File: config.mk
export PLATFORM = sky130hd
export DESIGN_NAME = sync_spram_flat
export DESIGN_NICKNAME = d
export VERILOG_FILES = /design/src/rtl/sync_spram_if.sv /design/src/rtl/sync_spram.sv /design/src/flat_wrapper.sv
export SDC_FILE = /design/constraint.sdc
export NUM_CORES = 1
export LEC_CHECK = 0
export CAP_MARGIN = 25
export CORE_MARGIN = 2
export CORE_UTILIZATION = 28
export DETAILED_ROUTE_END_ITERATION = 10
export PLACE_DENSITY_LB_ADDON = 0.1
export SETUP_SLACK_MARGIN = 0.05
export SLEW_MARGIN = 0
export SYNTH_ARGS = -nofsm -noshare
export SYNTH_HDL_FRONTEND = slang
export SYNTH_SLANG_ARGS = --single-unit
File: constraint.sdc
create_clock -name clk -period 2 [get_ports clk]
set_input_delay 0.4 -clock clk [delete_from_list [all_inputs] [get_ports clk]]
set_output_delay 0.4 -clock clk [all_outputs]
set_load 0.01 [all_outputs]
File: src/rtl/sync_spram_if.sv
// Access bus for sync_spram: request/write side driven by the master, ready/read response driven by the RAM.
interface sync_spram_if #(
  parameter int DATA_W = 8,
  parameter int ADDR_W = 4
);
  logic                  req;
  logic                  we;
  logic [DATA_W/8-1:0]   be;
  logic [ADDR_W-1:0]     addr;
  logic [DATA_W-1:0]     wdata;
  logic                  clr;
  logic                  perr_inj;
  logic                  ready;
  logic [DATA_W-1:0]     rdata;
  logic                  rvalid;
  logic                  perr;

  modport master (
    output req, we, be, addr, wdata, clr, perr_inj,
    input  ready, rdata, rvalid, perr
  );

  modport slave (
    input  req, we, be, addr, wdata, clr, perr_inj,
    output ready, rdata, rvalid, perr
  );
endinterface

File: src/rtl/sync_spram.sv
// Synchronous single-port RAM with self-clearing init engine, byte enables and 1-cycle registered read.
// Optional per-lane even parity storage is enabled by defining SPRAM_PARITY_EN.
module sync_spram #(
  parameter int              DATA_W  = 8,
  parameter int              ADDR_W  = 4,
  parameter logic [DATA_W-1:0] CLR_VAL = '0
) (
  input logic        clk,
  input logic        rst,
  sync_spram_if.slave bus
);
  localparam int DEPTH = 2**ADDR_W;
  localparam int NB    = DATA_W/8;

  typedef enum logic {INIT, IDLE} state_t;

  state_t            state, state_nxt;
  logic [ADDR_W-1:0] cnt;
  logic              ready;
  logic              init_wr;
  logic              acc, acc_wr, acc_rd;
  logic              perr_calc;

  logic [DATA_W-1:0] mem [DEPTH];

  logic [DATA_W-1:0] rdata_p0;
  logic              rvalid_p0;
  logic              perr_p0;

  // state register
  always_ff @(posedge clk) begin
    if (rst) state <= INIT;
    else     state <= state_nxt;
  end

  always_ff @(posedge clk) begin
    if (rst)                          cnt <= '0;
    else if (state == IDLE && bus.clr) cnt <= '0;
    else if (state == INIT)           cnt <= cnt + 1'b1;
  end

  // next-state logic; clr during INIT is deliberately ignored
  always_comb begin
    state_nxt = state;
    case (state)
      INIT: if (cnt == ADDR_W'(DEPTH-1)) state_nxt = IDLE;
      IDLE: if (bus.clr)                 state_nxt = INIT;
      default: state_nxt = INIT;
    endcase
  end

  // outputs of the FSM
  always_comb begin
    ready   = 1'b0;
    init_wr = 1'b0;
    case (state)
      INIT: init_wr = 1'b1;
      IDLE: ready   = 1'b1;
      default: ;
    endcase
  end

  // clr wins over a same-cycle req, and a reset cycle never commits an access
  assign acc    = ready & bus.req & ~bus.clr & ~rst;
  assign acc_wr = acc & bus.we;
  assign acc_rd = acc & ~bus.we;

  always_ff @(posedge clk) begin
    if (init_wr) begin
      mem[cnt] <= CLR_VAL;
    end else if (acc_wr) begin
      for (int k = 0; k < NB; k++)
        if (bus.be[k]) mem[bus.addr][8*k +: 8] <= bus.wdata[8*k +: 8];
    end
  end

`ifdef SPRAM_PARITY_EN
  logic [NB-1:0] par [DEPTH];

  function automatic logic [NB-1:0] lane_par(input logic [DATA_W-1:0] d);
    logic [NB-1:0] p;
    for (int k = 0; k < NB; k++) p[k] = ^d[8*k +: 8];
    return p;
  endfunction

  // perr_inj flips the stored parity of the written lanes only
  always_ff @(posedge clk) begin
    if (init_wr) begin
      par[cnt] <= lane_par(CLR_VAL);
    end else if (acc_wr) begin
      for (int k = 0; k < NB; k++)
        if (bus.be[k]) par[bus.addr][k] <= (^bus.wdata[8*k +: 8]) ^ bus.perr_inj;
    end
  end

  assign perr_calc = |(lane_par(mem[bus.addr]) ^ par[bus.addr]);
`else
  wire unused_perr_inj = bus.perr_inj;
  assign perr_calc = 1'b0;
`endif

  // read response stage
  always_ff @(posedge clk) begin
    if (rst) begin
      rvalid_p0 <= 1'b0;
      perr_p0   <= 1'b0;
      rdata_p0  <= '0;
    end else begin
      rvalid_p0 <= acc_rd;
      perr_p0   <= acc_rd & perr_calc;
      if (acc_rd) rdata_p0 <= mem[bus.addr];
    end
  end

  assign bus.ready  = ready;
  assign bus.rdata  = rdata_p0;
  assign bus.rvalid = rvalid_p0;
  assign bus.perr   = perr_p0;
endmodule
File: src/flat_wrapper.sv
// flat-port wrapper written by rule: the top's interface ports become plain ports
module sync_spram_flat 
#(
  parameter int              DATA_W  = 8,
  parameter int              ADDR_W  = 4,
  parameter logic [DATA_W-1:0] CLR_VAL = '0
)
  (clk, rst, bus_req, bus_we, bus_be, bus_addr, bus_wdata, bus_clr, bus_perr_inj, bus_ready, bus_rdata, bus_rvalid, bus_perr);
  sync_spram_if #(.DATA_W(DATA_W), .ADDR_W(ADDR_W)) bus_i ();
  input logic clk;
  input logic rst;
  input wire logic [$bits(bus_i.req)-1:0] bus_req;
  input wire logic [$bits(bus_i.we)-1:0] bus_we;
  input wire logic [$bits(bus_i.be)-1:0] bus_be;
  input wire logic [$bits(bus_i.addr)-1:0] bus_addr;
  input wire logic [$bits(bus_i.wdata)-1:0] bus_wdata;
  input wire logic [$bits(bus_i.clr)-1:0] bus_clr;
  input wire logic [$bits(bus_i.perr_inj)-1:0] bus_perr_inj;
  output wire logic [$bits(bus_i.ready)-1:0] bus_ready;
  output wire logic [$bits(bus_i.rdata)-1:0] bus_rdata;
  output wire logic [$bits(bus_i.rvalid)-1:0] bus_rvalid;
  output wire logic [$bits(bus_i.perr)-1:0] bus_perr;
  assign bus_i.req = bus_req;
  assign bus_i.we = bus_we;
  assign bus_i.be = bus_be;
  assign bus_i.addr = bus_addr;
  assign bus_i.wdata = bus_wdata;
  assign bus_i.clr = bus_clr;
  assign bus_i.perr_inj = bus_perr_inj;
  assign bus_ready = bus_i.ready;
  assign bus_rdata = bus_i.rdata;
  assign bus_rvalid = bus_i.rvalid;
  assign bus_perr = bus_i.perr;
  sync_spram #(.DATA_W(DATA_W), .ADDR_W(ADDR_W), .CLR_VAL(CLR_VAL)) u_core (.clk(clk), .rst(rst), .bus(bus_i));
endmodule
==> impl_metrics.tcl <==
set metrics [dict create \
    dp_cells 637 \
    floorplan.initialDensity_pct 28.5 \
    syn_nets 322 \
    synth_area_um2 5750 \
    drc 0 \
    dpl-instance-area_um2 6980 \
    cp.required_ps 2140 \
    diodes 0 \
    fmax_mhz 518 \
    worst_setup_path_start_kind "primary input" \
    mostFrequentLayoutCells "edfxtp_1 (128), buf_4 (26), clkdlybuf4s50_1 (24)" \
    core_um2 20200 \
    nets 407 \
    grt.overflow.total 0 \
    final_hold_viol_count 0 \
    clock_sinks 142 \
    cp_common_cell "buf_12" \
    cts_tree "done" \
    cp_cell_sequence "clkdlybuf4s50_1 > nor4bb_4 > and3_4 > buf_12 > buf_8 > a32oi_2 > buf_6 > nor2_4 > buf_12" \
    wl_per_cell_um 20.7 \
    peakVddDrop_mv 0.435 \
    p_per_area_nw_per_um2 901 \
    finalCriticalPeriod_ps 1930 \
    grt_max_degree 18 \
    setup_tns_ps 0 \
    drtPass1Iterations 4 \
    clkSlewWorstSetupHoldPaths_ps 60 \
    path_delay_family "buffers and inverters" \
    syn_area_per_cell_um2 19.0 \
    wl_um 13900 \
    fp-row-count 52 \
    cp_slowest_cell "clkdlybuf4s50_1" \
    rsz0062_at_grt "yes" \
    ys.flop_type "edfxtp_1" \
    ant_nets 0 \
    critical_path_class "primary input to flip-flop" \
    cts_buffers 17 \
    fin_area_um2 7720 \
    die_width_um 147 \
    fin_skew_ps 9.81 \
    clk-insertion-delay-late_ps 420 \
    die_h_um 147 \
    cts_buffer_depth 2 \
    synth-seq-cells 142 \
    drtIter0Drc 248 \
    hold_slack_ps 569 \
    fin_crit_sh_pct 96.6 \
    area_growth_pct 34.2 \
    power_leakage_uw 0.00241 \
    setup_viol 0 \
    cts_root_buffer "clkbuf_16" \
    endpoint_kind "flip-flop" \
    antenna_found_initial 0 \
    async_reset_ff_share_pct 0 \
    layout_commonest_cell "edfxtp_1" \
    synth_edf_count 128 \
    cp.buffers_inverters 5 \
    first_global_vias 3227 \
    arrival_ps 2070 \
    grt_pass1_wl_um 21200 \
    dieArea_um2 21700 \
    gp_congestion 0.727 \
    synth_cell_types 35 \
    yosysWarnings 0 \
    slew_violations 0 \
    crit_fanout 8 \
    drive_gt1_share_pct 30.8 \
    io_buffers 27 \
    slowest_delay_ps 460 \
    outcome "complete, no violations" \
    grtUsageTotal_pct 13.8 \
    synth-seq-area-share_pct 71.7 \
    synth_cells 302 \
    ioPinCount 30 \
    vias 3067 \
    hp-class "primary input to flip-flop" \
    htreeDepth 4 \
    instances_no_fill 670 \
    fin_util_pct 38.3 \
    drv_cap 0 \
    dp_hpwl_um 9390 \
    vias_per_cell 4.58 \
]
==> worst min-delay path, cell delays in order <==
cell and delay [ps]:
dlygate4sd2_1 270, buf_4 220, a21oi_1 50
==> through the flow <==
step,worst slack (ps),power [µW]
2_1_floorplan,-19.4,3560
3_3_place_gp,-542,3760
3_5_place_dp,-535,3760
4_1_cts,47.7,7040
5_1_grt,-3.56,7200
6_report,67.8,6950
==> power breakdown <==
group | switching [µW] | total, µW | internal (µW)
Sequential | 25.9 | 3290 | 3270
Clock | 1270 | 3250 | 1980
Combinational | 195 | 410 | 214
==> repair_timing <==
action | CTS | global route
gates cloned | 0 | 0
pin swaps | 2 | 5
hold buffers | 0 | 0
setup buffers | 2 | 1
endpoints found under the setup margin | 98 | 192
gates resized for setup | 18 | 12
==> flip-flops by register name, indices dropped and copies added (netlist names) <==
name	count
u_core.bus.rdata	8
u_core.bus.rvalid	1
u_core.cnt	4
u_core.mem	128
u_core.state	1
==> final cells by class <==
class | count | area, µm²
clock buffers | 17 | 425
flip-flops and latches | 142 | 4130
well taps | 270 | 338
multi-input cells | 138 | 1610
fillers | 1880 | 12500
clock inverters | 15 | 180
inverters | 3 | 11.3
repair buffers | 85 | 1020
==> synthesized netlist by cell type (2+ instances only) <==
master	n	share of area, %
edfxtp_1	128	67
nor2_1	24	1.6
mux4_1	22	10
dfxtp_1	14	4.9
a21oi_1	10	0.87
mux2i_1	10	1.7
mux4_2	10	3.9
a21o_1	8	1.0
and2_1	8	0.87
buf_2	8	0.70
nor3b_1	8	1.0
o22ai_1	8	0.87
buf_4	5	0.65
a32oi_1	4	0.61
nand2_1	4	0.26
nand2b_1	4	0.44
nor2b_1	4	0.44
inv_1	3	0.20
buf_6	2	0.39
clkbuf_1	2	0.13
mux2_2	2	0.39
==> layer usage <==
metal / track usage (%) / wire [µm] / vias up
li1: - / - / 1407
met1: 19.1 / 6570 / 1570
met5: 0 / 0 / -
met2: 21.5 / 6470 / 75
met3: 3.57 / 653 / 15
met4: 4.62 / 189 / 0
==> path summary, 6_finish.rpt <==
path	start	endpoint	slack, ps	depth (start not counted)
worst max-delay path	bus_req	u_core.mem[8][6]	70	9
worst min-delay path	rst	u_core.cnt[1]	570	3
worst max register to register	u_core.state	u_core.mem[8][6]	100	8
worst min register to register	u_core.bus.rdata[4]	u_core.bus.rdata[4]	610	2
==> kinds of logic after synthesis <==
group,after synthesis,synth area share [%]
other,1,0.0652
xor gates and xnor gates,1,0.152
buffers and inverters,22,2.55
AOI/OAI and AO/OA,34,3.96
muxes,44,16.1
adders and majority gates,1,0.218
DFF,142,71.7
and+or+nand+nor,57,5.22
(Power assumes the default switching activity.)
